`src/rtl/spi_pkg.sv`:
```
// Shared types for the SPI slave core: FSM state encoding and command codes.
package spi_pkg;

    typedef enum logic [2:0] {
        IDLE      = 3'b000,
        READ_DATA = 3'b001,
        READ_ADD  = 3'b011,
        CHK_CMD   = 3'b111,
        WRITE     = 3'b100
    } spi_state_e;

    // Command field values in rx_data[DATA_W+1:DATA_W]; decoded by the memory side.
    localparam logic [1:0] WR_ADDR = 2'b00;
    localparam logic [1:0] WR_DATA = 2'b01;
    localparam logic [1:0] RD_ADDR = 2'b10;
    localparam logic [1:0] RD_DATA = 2'b11;

endpackage

```
`src/rtl/spi_miso_ser.sv`:
```
// MISO load/shift serialiser: presents a loaded word MSB first, then drives 0.
module spi_miso_ser #(
    parameter int DATA_W = 8
) (
    input  logic              clk,
    input  logic              rst,
    input  logic              load,
    input  logic              clear,
    input  logic [DATA_W-1:0] data,
    output logic              miso,
    output logic              active,
    output logic              done
);

    localparam int REM_W = $clog2(DATA_W + 1);

    logic [DATA_W-1:0] shift_r;
    logic [REM_W-1:0]  rem_r;
    logic              loaded_r;

    // Shifting zeros in behind the word leaves miso at 0 once all bits are out.
    always_ff @(posedge clk) begin
        if (rst || clear) begin
            shift_r  <= '0;
            rem_r    <= '0;
            loaded_r <= 1'b0;
        end else if (load) begin
            shift_r  <= data;
            rem_r    <= REM_W'(DATA_W);
            loaded_r <= 1'b1;
        end else if (rem_r != '0) begin
            shift_r  <= {shift_r[DATA_W-2:0], 1'b0};
            rem_r    <= rem_r - REM_W'(1);
            loaded_r <= loaded_r;
        end else begin
            shift_r  <= shift_r;
            rem_r    <= rem_r;
            loaded_r <= loaded_r;
        end
    end

    assign miso   = shift_r[DATA_W-1];
    assign active = (rem_r != '0);
    assign done   = loaded_r & (rem_r == '0);

endmodule

```
`src/rtl/spi_slave_core.sv`:
```
// SPI slave front end: receives (DATA_W+2)-bit command frames on MOSI and
// serialises one read-data word onto MISO per READ_DATA frame.
module spi_slave_core
    import spi_pkg::*;
#(
    parameter int DATA_W = 8
) (
    input  logic                clk,
    input  logic                rst,
    input  logic                ss_n,
    input  logic                mosi,
    output logic                miso,
    output logic [DATA_W+1:0]   rx_data,
    output logic                rx_valid,
    input  logic [DATA_W-1:0]   tx_data,
    input  logic                tx_valid,
    output logic                busy,
    output logic                frame_err
);

    localparam int F     = DATA_W + 2;
    localparam int CNT_W = $clog2(DATA_W + 3);
    localparam logic [CNT_W-1:0] CNT_FULL = CNT_W'(F);
    localparam logic [CNT_W-1:0] CNT_LAST = CNT_W'(F - 1);

    spi_state_e       state_r;
    spi_state_e       state_next;
    logic [CNT_W-1:0] cnt_r;
    logic [F-2:0]     shift_r;
    logic             rd_flag_r;

    logic data_st_s;
    logic sample_s;
    logic complete_s;
    logic abort_s;
    logic load_s;
    logic ser_active_s;
    logic ser_done_s;

    assign data_st_s = (state_r == WRITE) || (state_r == READ_ADD) || (state_r == READ_DATA);

    // Next-state decode and per-cycle datapath strobes; ss_n high always wins.
    always_comb begin
        state_next = state_r;
        sample_s   = 1'b0;
        complete_s = 1'b0;
        abort_s    = 1'b0;
        load_s     = 1'b0;
        if (ss_n) begin
            state_next = IDLE;
            abort_s    = data_st_s && ((cnt_r < CNT_FULL) || ser_active_s);
        end else begin
            sample_s   = (state_r == CHK_CMD) || (data_st_s && (cnt_r < CNT_FULL));
            complete_s = data_st_s && (cnt_r == CNT_LAST);
            load_s     = (state_r == READ_DATA) && (cnt_r == CNT_FULL) && tx_valid
                         && !ser_active_s && !ser_done_s;
            case (state_r)
                IDLE:    state_next = CHK_CMD;
                CHK_CMD: begin
                    if (mosi) begin
                        state_next = rd_flag_r ? READ_DATA : READ_ADD;
                    end else begin
                        state_next = WRITE;
                    end
                end
                WRITE, READ_ADD, READ_DATA: state_next = state_r;
                default: state_next = IDLE;
            endcase
        end
    end

    // State register and busy flag, both tracking the next state.
    always_ff @(posedge clk) begin
        if (rst) begin
            state_r <= IDLE;
            busy    <= 1'b0;
        end else begin
            state_r <= state_next;
            busy    <= (state_next != IDLE);
        end
    end

    // Bit counter, receive shifter, frame hand-off, abort pulse and read/write phase flag.
    always_ff @(posedge clk) begin
        if (rst) begin
            cnt_r     <= '0;
            shift_r   <= '0;
            rx_data   <= '0;
            rx_valid  <= 1'b0;
            frame_err <= 1'b0;
            rd_flag_r <= 1'b0;
        end else begin
            rx_valid  <= complete_s;
            frame_err <= abort_s;
            if (ss_n) begin
                cnt_r <= '0;
            end else if (sample_s) begin
                cnt_r <= cnt_r + CNT_W'(1);
            end else begin
                cnt_r <= cnt_r;
            end
            if (sample_s) begin
                shift_r <= {shift_r[F-3:0], mosi};
            end else begin
                shift_r <= shift_r;
            end
            if (complete_s) begin
                rx_data <= {shift_r, mosi};
            end else begin
                rx_data <= rx_data;
            end
            if (complete_s && (state_r == READ_ADD)) begin
                rd_flag_r <= 1'b1;
            end else if (complete_s && (state_r == READ_DATA)) begin
                rd_flag_r <= 1'b0;
            end else begin
                rd_flag_r <= rd_flag_r;
            end
        end
    end

    spi_miso_ser #(
        .DATA_W (DATA_W)
    ) u_miso_ser (
        .clk    (clk),
        .rst    (rst),
        .load   (load_s),
        .clear  (ss_n),
        .data   (tx_data),
        .miso   (miso),
        .active (ser_active_s),
        .done   (ser_done_s)
    );

endmodule

```
`config.mk`:
```
export PLATFORM = sky130hd
export DESIGN_NAME = spi_slave_core
export DESIGN_NICKNAME = d
export VERILOG_FILES = /design/src/rtl/spi_pkg.sv /design/src/rtl/spi_miso_ser.sv /design/src/rtl/spi_slave_core.sv
export SDC_FILE = /design/constraint.sdc
export NUM_CORES = 1
export LEC_CHECK = 0
export CORE_UTILIZATION = 50
export CTS_BUF_LIST = sky130_fd_sc_hd__clkbuf_8
export DETAILED_ROUTE_END_ITERATION = 12
export GPL_ROUTABILITY_DRIVEN = 0
export PLACE_DENSITY = 0.85
export SLEW_MARGIN = 20
export SYNTH_ARGS = -nofsm -noshare
export SYNTH_HDL_FRONTEND = slang
export SYNTH_HIERARCHICAL = 1
export SYNTH_SLANG_ARGS = --single-unit
```
`constraint.sdc`:
```
create_clock -name clk -period 2.6 [get_ports clk]
set_clock_uncertainty 0.15 [all_clocks]
set_input_delay 0.26 -clock clk [delete_from_list [all_inputs] [get_ports clk]]
set_output_delay 0.26 -clock clk [all_outputs]
set_load 0.01 [all_outputs]
```
==> results of run 1 <==
-- metal layers --
layer,GRT usage [%],wire (µm),vias to the layer above
li1,-,-,757
met2,30.72,1608,32
met1,23.97,1700,691
met3,4.464,120,7
met4,9.091,60,0
met5,0,0,-
-- worst reg2reg max path, delay by kind of cell, from the launching register on --
kind                     cells  cell delay (ps)
buffers and inverters        2              300
adder cells (fa/ha/maj)      1              220
AND/OR/NAND/NOR              7             1260
flip-flops                   1              340
-- registers in the layout, indices dropped and copies added, names as in the netlist --
| register | cells |
|---|---|
| state_r | 3 |
| u_miso_ser/loaded_r | 1 |
| rx_valid | 1 |
| frame_err | 1 |
| shift_r | 9 |
| u_miso_ser/rem_r | 4 |
| busy | 1 |
| rd_flag_r | 1 |
| cnt_r | 4 |
| rx_data | 10 |
| u_miso_ser/shift_r | 8 |
-- through the flow --
step	cells	total power [mW]	hold WS, ps
final	277	1.748	324.1
after global routing	277	1.857	344.2
after CTS	277	1.750	324.9
after detailed placement	270	1.333	307.4
after global placement	270	1.302	306.9
after floorplan	201	1.198	250.5
-- cell usage after synthesis, types with 5 or more instances --
master	number	area (µm²)
inv_1	6	22.52
o21ai_0	7	35.03
mux2i_1	21	210.2
dfxtp_1	43	860.8
nor3_1	20	100.1
nor4_1	8	50.05
a21oi_1	6	30.03
ha_1	5	62.56
nand2b_1	10	62.56
nor2b_1	8	50.05
nor2_1	21	78.83
-- placed cells by master, fill, tap and decap left out, types with 2 or more instances in the layout --
cell type,n
nand3_1,3
clkbuf_8,6
xnor2_1,2
mux2i_1,21
nor2_1,21
ha_1,5
clkdlybuf4s50_1,26
o21a_1,2
o21ai_0,7
nor3b_4,2
inv_1,6
dfxtp_1,43
a21oi_1,6
nor4_1,8
buf_4,6
nand2_1,3
nand2b_1,10
and3_1,3
nor2b_1,8
nor3_1,20
-- kinds of logic (layout without fill, tap and decap cells) --
| logic type | count (synthesis) | after routing |
|---|---|---|
| DFF | 43 | 43 |
| adders and majority gates | 5 | 5 |
| and+or+nand+nor | 88 | 88 |
| muxes | 21 | 21 |
| xor gates and xnor gates | 3 | 3 |
| buffers and inverters | 18 | 46 |
| AOI/OAI and AO/OA | 23 | 23 |
-- power by group through the flow --
stage               Clock [mW]  Sequential, mW  Combinational (mW)
floorplan                    0           0.771               0.427
global placement             0           0.781               0.522
detailed placement           0           0.782               0.551
CTS                      0.430           0.768               0.552
global route             0.460           0.778               0.619
finish                   0.420           0.769               0.559
-- worst paths after layout --
kind,startpoint,end,slack (ps)
worst max-delay path,u_miso_ser/rem_r[0]$_SDFFE_PP0P_,u_miso_ser/shift_r[2]$_SDFFE_PP0P_,250
worst max register to register,u_miso_ser/rem_r[0]$_SDFFE_PP0P_,u_miso_ser/shift_r[2]$_SDFFE_PP0P_,250
worst min register to register,u_miso_ser/loaded_r$_SDFFE_PP0P_,u_miso_ser/loaded_r$_SDFFE_PP0P_,320
worst min-delay path,u_miso_ser/loaded_r$_SDFFE_PP0P_,u_miso_ser/loaded_r$_SDFFE_PP0P_,320
-- area by class of cell --
type,count,area [µm²],area share (%)
Multi-Input combinational cell,140,950.9,41.51
Sequential cell,43,860.8,37.58
Timing Repair Buffer,32,305.3,13.33
Clock buffer,6,82.58,3.605
Tap cell,48,60.06,2.622
Inverter,7,26.28,1.147
Clock inverter,1,5.005,0.2185
==> reports/metrics.cfg, run 1 <==
[global_routing]
grt_pass1_wl_um = 6051
grt_usage_pct = 19.10
grt_pass1_vias = 1401
grt-ovfl-total = 0
antenna_found_initial = 0
grt_max_degree = 27

[clock_tree]
h-tree-depth = 2
clock_latency_ps = 300
cts_tree = built
clockBufferDepth = 2
cts_setup_buffers = 0
clock_sinks = 43
cts_resized = 0
cts_made_buffers = 5
root_buffer = clkbuf_8
hold_buffers = 0
path_clk_slew_ps = 80

[route]
antenna_left = 0
num_vias = 1487
post_drt_wl_per_cell_um = 12.60
drt_pass1_iterations = 4
drc_errors = 0
first_iter_violations = 105
finalWirelength_um = 3490
avgViaCountPerCell = 5.368

[timing]
fin_ws_ps = 250.7
hold_viol = 0
timing.final.crit_share_pct = 90.36
setup_viol = 0
slew_violations = 0
fin_crit_ps = 2349
grt_setup_unrepaired = no
timing.slew.headroom_pct = 57.64
clock.fmax_mhz = 425.7
setup_tns_ps = 0
tightest_slew_ps = 635.4

[job]
max_cap_viol_count = 0

[synthesis]
netlist_area_um2 = 1913
synth-edff-count = 0
postSynthAreaPerCell_um2 = 9.518
synthAdderAreaFrac_pct = 3.270
ys.flop_type = dfxtp_1
synthCells = 201
synth_compound_area_share_pct = 8.110
synth_xor_area_share_pct = 1.373
ys_types = 41
muxShareOfSynthArea_pct = 10.99
yosys_warnings = 6
synthesis.nets = 219
synth_seq_area_share_pct = 45.00
postSynth.asyncResetShare_pct = 0
ys_ff_latch = 43
synth-simple-area-share_pct = 25.96
synth_top_family_by_area = simple AND/OR/NAND/NOR gates

[placement]
dpl_worst_slack_ps = 250.5
dpl_cell_area_um2 = 2203
dp_hpwl_um = 2389
port_buffers = 26

[floorplanning]
die_h_um = 63.86
core_area_um2 = 3661
die_x_um = 63.86
rows = 22
start_util_pct = 52.26
dieArea_um2 = 4077
ios = 27

[setup_path]
critical_path_class = reg2reg
cp.depth = 10
critPathCaptureType = register
critPathArrivalTime_ps = 2400
crit_path_start_kind = register
worstPathCellList = inv_1 > ha_1 > nor3b_4 > and2_2 > nor3b_1 > and4_1 > and3_1 > buf_4 > nor3_1 > nor4_1
critPathSlowestCell = dfxtp_1
required_ps = 2650
path_buf_inv = 2
crit_family = simple AND/OR/NAND/NOR gates
cpPeakStageDelay_ps = 340
crit_fanout = 21
reg2reg_depth = 10

[pwr]
ir_drop_mv = 0.3716
pwr-share-seq_pct = 44.0
p_leak_nw = 0.9229
power.clock.fraction_pct = 24.1
power.internal_mw = 1.182
switching_share_pct = 32.36
p_sw_mw = 0.5657
combPwrFrac_pct = 32.0
p_per_area_nw_per_um2 = 763.0

[layout]
post-route-util_pct = 62.58
area_growth_pct = 19.75
stdcell_area_um2 = 2291
layout.nets = 247
n_antenna_cell = 0
fillers = 324
drive_above_1_share_pct = 9.607

[min_path]
hold_depth = 2
hp-class = reg2reg

[run_status]
status = finished clean

Power figures use the tool's default switching activity.
==> run 2: changes to the inputs <==
Settings changed: CORE_UTILIZATION 50 to 35, PLACE_DENSITY 0.85 to 0.65.
==> reports/metrics.cfg, run 2 (synthesized netlist as in run 1, its figures left out) <==
[run_status]
status = finished clean

[global_routing]
grt_pass1_wl_um = 5885  ; -2.7%
grt_max_degree = 29  ; +7.4%
grt_pass1_vias = 1320  ; -5.8%
grt-ovfl-total = 0  ; unchanged
grt_use_met1_pct = 15.87  ; -8.1 points
met3_usage_pct = 3.976  ; -0.49 points
antenna_found_initial = 0  ; unchanged
grt_usage_pct = 12.84  ; -6.3 points
grt_util_met2_pct = 20.18  ; -11 points
top_usage_layer = met2

[floorplanning]
ios = 27  ; unchanged
die_x_um = 75.93  ; +19%
start_util_pct = 36.99  ; -15 points
dieArea_um2 = 5765  ; +41%
core_area_um2 = 5172  ; +41%
rows = 26  ; +18%
die_h_um = 75.93  ; +19%

[clock_tree]
h-tree-depth = 2  ; unchanged
hold_buffers = 0  ; unchanged
clock_sinks = 43  ; unchanged
path_clk_slew_ps = 80  ; about the same
cts_setup_buffers = 0  ; unchanged
cts_made_buffers = 5  ; unchanged
clock_latency_ps = 300  ; about the same
root_buffer = clkbuf_8
clockBufferDepth = 2  ; unchanged
cts_resized = 0  ; unchanged
cts_tree = built

[setup_path]
crit_path_start_kind = register
critPathSlowestCell = dfxtp_1
critPathLaunch = u_miso_ser/rem_r[0]$_SDFFE_PP0P_
critical_path_class = reg2reg
critPathArrivalTime_ps = 2370  ; -30 ps
worstPathCellList = inv_1 > ha_1 > nor3b_4 > and2_2 > nor3b_1 > and4_1 > and3_1 > buf_4 > nor3_1 > nor4_1
critPathCaptureType = register
cpPeakStageDelay_ps = 330  ; about the same
required_ps = 2660  ; about the same
path_buf_inv = 2  ; unchanged
crit_fanout = 28  ; +33%
crit_family = simple AND/OR/NAND/NOR gates
r2r_start = u_miso_ser/rem_r[0]$_SDFFE_PP0P_

[route]
antenna_left = 0  ; unchanged
drc_errors = 0  ; unchanged
finalWirelength_um = 3550  ; +1.7%
drt_pass1_iterations = 4  ; unchanged
post_drt_wl_per_cell_um = 11.87  ; -5.8%
first_iter_violations = 79  ; -25%
avgViaCountPerCell = 4.913  ; -8.5%
num_vias = 1469  ; -1.2%

[placement]
dp_hpwl_um = 2458  ; +2.9%
dpl_worst_slack_ps = 276.0  ; +25.43 ps
port_buffers = 26  ; unchanged

[timing]
timing.slew.headroom_pct = 57.05  ; -0.59 points
clock.fmax_mhz = 432.8  ; +1.7%
hold_viol = 0  ; unchanged
fin_ws_ps = 289.3  ; +38.69 ps
grt_setup_unrepaired = no
fin_crit_ps = 2311  ; -38.69 ps
timing.final.crit_share_pct = 88.87  ; -1.5 points
setup_tns_ps = 0  ; unchanged
tightest_slew_ps = 644.2  ; +8.844 ps
slew_violations = 0  ; unchanged
holdWs_ps = 318.8  ; -5.295 ps
setup_viol = 0  ; unchanged

[layout]
layout_commonest_cell = dfxtp_1
multi_input_area_um2 = 950.9  ; unchanged
largestRegisters = rx_data x10, shift_r x9, u_miso_ser/shift_r x8
drive_above_1_share_pct = 9.170  ; -0.44 points
seqCellArea_um2 = 860.8  ; unchanged
largest_reg_flops = 10  ; unchanged
layout.nets = 246  ; -0.40%
final_cell_mix = 43 x dfxtp_1, 26 x clkdlybuf4s50_1, 21 x nor2_1, 21 x mux2i_1, 20 x nor3_1
max_flop_register = rx_data
n_antenna_cell = 0  ; unchanged
area_growth_pct = 20.67
fillers = 502  ; +55%

[pwr]
ir_drop_mv = 0.2849  ; -23%
p_per_area_nw_per_um2 = 743.0  ; -2.6%
p_leak_nw = 0.9157  ; -0.78%

[min_path]
hp-class = reg2reg
hold_path.startpoint = u_miso_ser/loaded_r$_SDFFE_PP0P_

[job]
max_cap_viol_count = 0  ; unchanged

-- run 2: layer usage --
layer | up-vias | part of all wire [%]
met5 | - | 0
met4 | 0 | 1.9
met3 | 7 | 4.9
met2 | 32 | 43
met1 | 677 | 50
li1 | 753 | -
-- run 2: layout make-up --
cell class / count / area share, %
clock inverters: 3 / 0.7046
clock buffers: 5 / 2.981
inverters: 7 / 1.138
multi-input cells: 140 / 41.19
flip-flops and latches: 43 / 37.29
well taps: 70 / 3.794
repair buffers: 31 / 12.90
-- run 2: per-stage QoR --
step / total power, mW / area [µm²] / instances / utilization, %
after global routing: 1.842 / 2308 / 299 / 44.63
after detailed placement: 1.322 / 2223 / 291 / 42.99
final: 1.715 / 2308 / 299 / 44.63
after floorplan: 1.198 / 1913 / 201 / -
after CTS: 1.741 / 2308 / 299 / 44.63
after global placement: 1.317 / 2223 / 291 / 42.99
-- run 2: worst paths after layout --
| kind | end | slack, ps | cells after the start |
|---|---|---|---|
| max | u_miso_ser/shift_r[6]$_SDFFE_PP0P_ | 290 | 10 |
| min | u_miso_ser/loaded_r$_SDFFE_PP0P_ | 320 | 2 |
| max reg2reg | u_miso_ser/shift_r[6]$_SDFFE_PP0P_ | 290 | 10 |
| min reg2reg | u_miso_ser/loaded_r$_SDFFE_PP0P_ | 320 | 2 |
-- run 2: worst min-delay path: stages, from the launching register on --
cell and delay (ps):
dfxtp_1 330, nor2_1 40, nor2_1 60
-- run 2: power breakdown --
part	switching (mW)	internal [mW]
Clock	0.227	0.184
Sequential	0.0469	0.720
Combinational	0.285	0.253
